<file path="src/rtl/ysyx_25070198_bus_arb.sv">
// Two-master SimpleBus arbiter: IFU fetch + LSU data onto one memory slave.
// One outstanding transaction, fixed tie priority, watchdog on a hung slave.
//
// Ports:
//   clk, rst          clock, synchronous active-high reset
//   ifu_reqValid/raddr         IFU read request (held until respValid)
//   ifu_respValid/rdata        IFU response pulse and fetched word
//   lsu_reqValid/addr/wen/wdata/wmask   LSU request (held until respValid)
//   lsu_respValid/rdata        LSU response pulse; rdata 0 on writes
//   mem_reqValid/addr/wen/wdata/wmask   slave request, fields registered
//   mem_respValid/rdata        slave response
//   bus_err           sticky watchdog-expiry flag
module ysyx_25070198_bus_arb #(
  parameter int TIMEOUT  = 255,
  parameter bit LSU_PRIO = 1'b1
) (
  input  logic        clk,
  input  logic        rst,
  input  logic        ifu_reqValid,
  input  logic [31:0] ifu_raddr,
  output logic        ifu_respValid,
  output logic [31:0] ifu_rdata,
  input  logic        lsu_reqValid,
  input  logic [31:0] lsu_addr,
  input  logic        lsu_wen,
  input  logic [31:0] lsu_wdata,
  input  logic [3:0]  lsu_wmask,
  output logic        lsu_respValid,
  output logic [31:0] lsu_rdata,
  output logic        mem_reqValid,
  output logic [31:0] mem_addr,
  output logic        mem_wen,
  output logic [31:0] mem_wdata,
  output logic [3:0]  mem_wmask,
  input  logic        mem_respValid,
  input  logic [31:0] mem_rdata,
  output logic        bus_err
);

  localparam int CW =
    (TIMEOUT > 0) ? $clog2(TIMEOUT + 1) : 1;
  localparam logic [CW-1:0] TMAX = CW'(TIMEOUT);

  typedef enum logic [1:0] {
    IDLE,
    WAIT_IFU,
    WAIT_LSU,
    DONE
  } state_t;

  state_t        state;
  logic [CW-1:0] cnt;

  logic in_wait;
  logic tmo;
  logic fin;
  logic pick_lsu;
  logic pick_ifu;

  assign in_wait = (state == WAIT_IFU) ||
                   (state == WAIT_LSU);

  // Watchdog fires only when the slave is silent in the expiry cycle;
  // a response arriving exactly then still wins.
  assign tmo = in_wait && (TIMEOUT != 0) &&
               (cnt == TMAX) && !mem_respValid;
  assign fin = mem_respValid || tmo;

  assign pick_lsu = lsu_reqValid &&
                    (LSU_PRIO || !ifu_reqValid);
  assign pick_ifu = ifu_reqValid && !pick_lsu;

  assign mem_reqValid  = in_wait && !tmo;

  assign ifu_respValid = (state == WAIT_IFU) && fin;
  assign ifu_rdata =
    ((state == WAIT_IFU) && mem_respValid) ?
    mem_rdata : 32'h0;

  assign lsu_respValid = (state == WAIT_LSU) && fin;
  assign lsu_rdata =
    ((state == WAIT_LSU) && mem_respValid && !mem_wen) ?
    mem_rdata : 32'h0;

  always_ff @(posedge clk) begin
    if (rst) begin
      state     <= IDLE;
      cnt       <= '0;
      bus_err   <= 1'b0;
      mem_addr  <= 32'h0;
      mem_wen   <= 1'b0;
      mem_wdata <= 32'h0;
      mem_wmask <= 4'h0;
    end else begin
      unique case (state)
        IDLE: begin
          cnt <= '0;
          unique case (1'b1)
            pick_lsu: begin
              state     <= WAIT_LSU;
              mem_addr  <= lsu_addr;
              mem_wen   <= lsu_wen;
              mem_wdata <= lsu_wdata;
              mem_wmask <= lsu_wen ? lsu_wmask : 4'h0;
            end
            pick_ifu: begin
              state     <= WAIT_IFU;
              mem_addr  <= ifu_raddr;
              mem_wen   <= 1'b0;
              mem_wdata <= 32'h0;
              mem_wmask <= 4'h0;
            end
            default: ;
          endcase
        end
        WAIT_IFU, WAIT_LSU: begin
          if (fin) begin
            state <= DONE;
            cnt   <= '0;
          end else begin
            cnt <= cnt + CW'(1);
          end
          if (tmo) bus_err <= 1'b1;
        end
        DONE: begin
          state <= IDLE;
          cnt   <= '0;
        end
        default: state <= IDLE;
      endcase
    end
  end

endmodule

</file>
<file path="config.mk">
export PLATFORM = sky130hd
export DESIGN_NAME = ysyx_25070198_bus_arb
export DESIGN_NICKNAME = d
export VERILOG_FILES = /design/src/rtl/ysyx_25070198_bus_arb.sv
export SDC_FILE = /design/constraint.sdc
export NUM_CORES = 1
export LEC_CHECK = 0
export ABC_CLOCK_PERIOD_IN_PS = 1300
export BUFFER_PORTS_ARGS = -buffer_cell sky130_fd_sc_hd__buf_2
export CORE_AREA = 2 2 107 109
export DETAILED_ROUTE_END_ITERATION = 10
export DIE_AREA = 0 0 109 111
export GPL_ROUTABILITY_DRIVEN = 0
export PLACE_DENSITY = 0.77
export SLEW_MARGIN = 30
export SYNTH_ARGS = -nofsm -noshare
export SYNTH_HDL_FRONTEND = slang
export SYNTH_SLANG_ARGS = --single-unit
</file>
<file path="constraint.sdc">
create_clock -name clk -period 1.3 [get_ports clk]
set_input_delay 0.13 -clock clk [delete_from_list [all_inputs] [get_ports clk]]
set_output_delay 0.13 -clock clk [all_outputs]
set_load 0.005 [all_outputs]
</file>
Yosys cells after proc, flatten, opt, wreduce, memory -nomap -nowiden
Cells that the tools add are included.

operators by class
  reductions and logical operators = 22
  multiplexer cells = 12
  add/sub/neg operators = 1
  equal/unequal tests = 6

operators with widths
  cell                                            number
  one-hot mux 32 bit (2 select lines)             2
  2-to-1 mux 32 bit                               2
  one-hot mux 8 bit (2 select lines)              1
  logical AND 1 bit                               9
  adder 8 x 1 -> 8 bit (second input constant)    1
  == test 8 bit (second input constant)           1
  2-to-1 mux 8 bit                                1
  one-hot mux 4 bit (2 select lines)              1
  one-hot mux 2 bit (3 select lines)              1
  AND reduction 2 bit                             3
  == test 2 bit (second input constant)           2
  zero test 1 bit                                 4
  2-to-1 mux 4 bit                                1
  one-hot mux 2 bit (2 select lines)              1
  OR reduction 2 bit                              2
  != test 3 bit (second input constant)           1
  == test 2 x 1 -> 1 bit (second input constant)  1
  zero test 2 bit                                 1
  logical OR 1 bit                                2
  2-to-1 mux 2 bit                                1
  != test 2 bit (second input constant)           1
  one-hot mux 1 bit (2 select lines)              1
  nonzero test 2 bit                              1

word-level totals
  bits in registers = 80
  output and inout port bits = 137
  word-level logic and storage cells = 48
  bits of input ports = 138

Longest topological paths before layout
  depth after elaboration = 7
  gate-level depth with buffers = 7
  mapped depth without buffers = 6

Worst setup path after synthesis
No wires, ideal clock.

  path type = reg-to-reg
  start = register state[0]
  end = register mem_wdata[13]
  period minus slack after synthesis = 1,440 ps
  path buffers = 2
  stages on the path, launching flop included = 8
  arrival time = 1,312 ps
  setup slack = -140 ps
  setup time = 128 ps
  path through = dfxtp_1 inv_1 ha_1 and2_1 buf_2 buf_2 a22oi_1 nor2_1

between the ends
  word-level cells in the longest chain between the ends = 2

ends and longest elaborated chain
  element                        line  text
  start: declaration             51    state_t state;
  start signal: assignment       87    state <= IDLE;
  start signal: assignment       100   state <= WAIT_LSU;
  start signal: assignment       107   state <= WAIT_IFU;
  zero test 2 bit                95    unique case (state)
  AND reduction 2 bit (no line)  n/a
  end signal: assignment         103   mem_wdata <= lsu_wdata;
  end: declaration               33    output logic [31:0] mem_wdata,

No other way between the ends.
A chain may end at the register's enable or synchronous reset.

Final worst setup path
  start = register state[0]
  end = output lsu_respValid

between the ends
  word-level cells in the longest chain between the ends = 6

ends and longest elaborated chain
  element                                                         line        text
  == test 2 x 1 -> 1 bit / == test 2 bit (equally long branches)  60, 61, 80
  logical OR 1 bit                                                60          assign in_wait = (state == WAIT_IFU) ||
  logical AND 1 bit                                               65          assign tmo = in_wait && (TIMEOUT != 0) &&
  logical AND 1 bit                                               66          (cnt == TMAX) && !mem_respValid;
  logical OR 1 bit                                                67          assign fin = mem_respValid || tmo;
  logical AND 1 bit *                                             80          assign lsu_respValid = (state == WAIT_LSU) && fin;
  end: declaration                                                28          output logic lsu_respValid,

Every way passes the cells marked *; elsewhere a longest branch is shown, timed or not.

==> flow_summary.ini <==
[yosys]
yosys-top-cells-count = nor2_1, dfxtp_1, a22oi_1, and2_1, mux2i_1
yosys_warnings = 0
synth_top_area_share = 0.430
avgSynthCellArea_sq_um = 9.11
netlist.top_cell.by_area = dfxtp_1
postSynthCellCount = 409
syn-num-nets = 552
synthTopCellsByArea = dfxtp_1, mux2i_1, nor2_1
async_flop_share = 0
synth.yosys.seq_area_share = 0.430
ys_ff_latch = 80
synthFlopType = dfxtp_1
synthesis.area_sq_um = 3730
ys_types = 33
synthMostInstantiatedCell = nor2_1
synth-edff-count = 0

[min_path]
hold_path.class = input port to flip-flop

[routing]
num_vias = 4413
drt-total-wl_um = 15700
avgViaCountPerCell = 5.03
antenna_left = 0
drc = 0
wire_per_inst_um = 17.9
drtPass1Iterations = 4
drt_iter0_markers = 144

[run_status]
status = finished with violations
violations = negative setup slack

[critical_path]
rrSetupSlack_ns = -0.30
crit_type = flip-flop to output port
cp-end-kind = output port
crit_arrival_ns = 1.57
cp_max_fo = 4
cp_data_required_time_ns = 1.17
crit_path_start_kind = flip-flop

[global_route]
antenna_found_initial = 0
grt_max_degree = 40
track_usage = 0.231
grt_pass1_vias = 4296
grt_pass1_wl_um = 22100
overflow = 0

[timing]
fin_worst_skew_ns = 0.00853
hold_viol = 0
slew-limit-headroom = 0.710
worst_pin_slew_ns = 0.435
whs_ns = 0.0460
tns_ns = -35.99
max_freq_mhz = 587
fin_ws_ns = -0.403
fin_crit_sh = 1.31
setup_violations = 147
fin_crit_ns = 1.70
maxSlewViolCount = 0
rsz0062_at_grt = true

[clock_network]
cts_tree = yes
cts_root_buf = clkbuf_16
path_clk_slew_ns = 0.07
cts_hold_buf = 0
cts.path.max_buffers = 2
clkLatencyLatePin_ns = 0.32
numCtsBuffers = 9
htree_num_levels = 3
clock_sinks = 80

[place]
postPlaceCellArea_sq_um = 5330
portBuffers = 274
dpl.hpwl_um = 8810

[floorplanning]
io_pins = 275
start_util = 0.336
die_w_um = 109
fp.dieH_um = 111
dieArea_sq_um = 12100
std_cell_rows = 39
coreArea_sq_um = 11100

[power]
p_per_area_nw_per_um2 = 1850
p_leak_nw = 3.42
power.total_mw = 13.5
ir_drop_uv = 1420

[final_layout]
postLayoutCoreUtil = 0.662
nNetsFinal = 872
layout-drive-gt1-share = 0.699
n_antenna_cell = 0
n_fill_cell = 855
area_growth_pct = 96.7
fin_area_sq_um = 7330

[run]
drv_cap = 0
what timing repair did:
| action | 4_1_cts | 5_1_grt |
|---|---|---|
| pin swaps | 54 | 40 |
| setup endpoints to repair | 125 | 147 |
| cloned | 18 | 6 |
| gates resized for setup | 125 | 154 |
| buffers inserted | 10 | 18 |
sequential cells by signal, summed over array words and instances, names as in the netlist:
name / count
cnt: 8
mem_wdata: 32
mem_addr: 32
mem_wmask: 4
state: 2
bus_err: 1
mem_wen: 1
metal layers:
metal,share of wire,vias to the layer above,global-route usage
li1,-,2089,-
met3,0.063,24,0.0529
met5,0,-,0
met4,0.016,0,0.0521
met2,0.54,170,0.407
met1,0.38,2130,0.280
worst max-delay path, cell delays in order, from the launching register on:
cell and delay [ns]:
dfxtp_2 0.34, inv_2 0.05, buf_6 0.12, ha_4 0.29, a41oi_2 0.17, nor2b_1 0.15
buf_2 0.13
final cells by class:
type	instances	area, sq um	area share
flip-flops and latches	80	1610	0.219
well taps	143	179	0.0244
clock buffers	11	233	0.0318
multi-input cells	290	2600	0.354
clock inverters	5	81.3	0.0111
inverters	3	13.8	0.00188
repair buffers	345	2620	0.357
per-stage QoR:
step / setup WS [ns] / instances
after floorplan: -0.00859 / 409
after global placement: -0.0170 / 819
after detailed placement: -0.0681 / 819
after CTS: -0.365 / 863
after global routing: -0.469 / 877
final: -0.403 / 877
final timing paths:
| kind | start | to | cells past startpoint |
|---|---|---|---|
| min | lsu_wdata[27] | mem_wdata[27] | 3 |
| max reg2reg | state[0] | mem_addr[0] | 9 |
| min reg2reg | mem_addr[0] | mem_addr[0] | 2 |
| max | state[0] | lsu_respValid | 6 |
power breakdown:
group	switching [mW]	internal (mW)	total (mW)
clock network	0.995	1.68	2.68
logic	3.33	4.18	7.51
registers	0.353	3.00	3.35
kinds of logic (layout without fill, tap and decap cells):
family	count (synthesis)	in the layout	synth area share
simple gates	166	166	0.221
compound gates	81	81	0.164
flops	80	80	0.430
buf+inv	39	364	0.0682
mux	33	33	0.0887
fa+ha+maj	5	5	0.0168
xor+xnor	5	5	0.0118
layout by cell type, fill, tap and decap left out, types with 3 or more instances in the layout:
cell	instances
a211oi_2	28
buf_6	83
nor2_4	9
a22oi_2	33
nand2_1	4
dfxtp_1	78
a32oi_1	3
and2_4	24
a211oi_1	4
buf_12	9
xnor2_1	3
nor2b_4	3
buf_4	18
clkbuf_16	12
buf_2	225
nor2_2	11
and3_1	6
nor2_1	63
and3_4	26
nand3_1	3
ha_4	3
mux2i_1	33
and2_1	9
buf_16	5
Note: power is estimated with default switching activity, not from simulation.
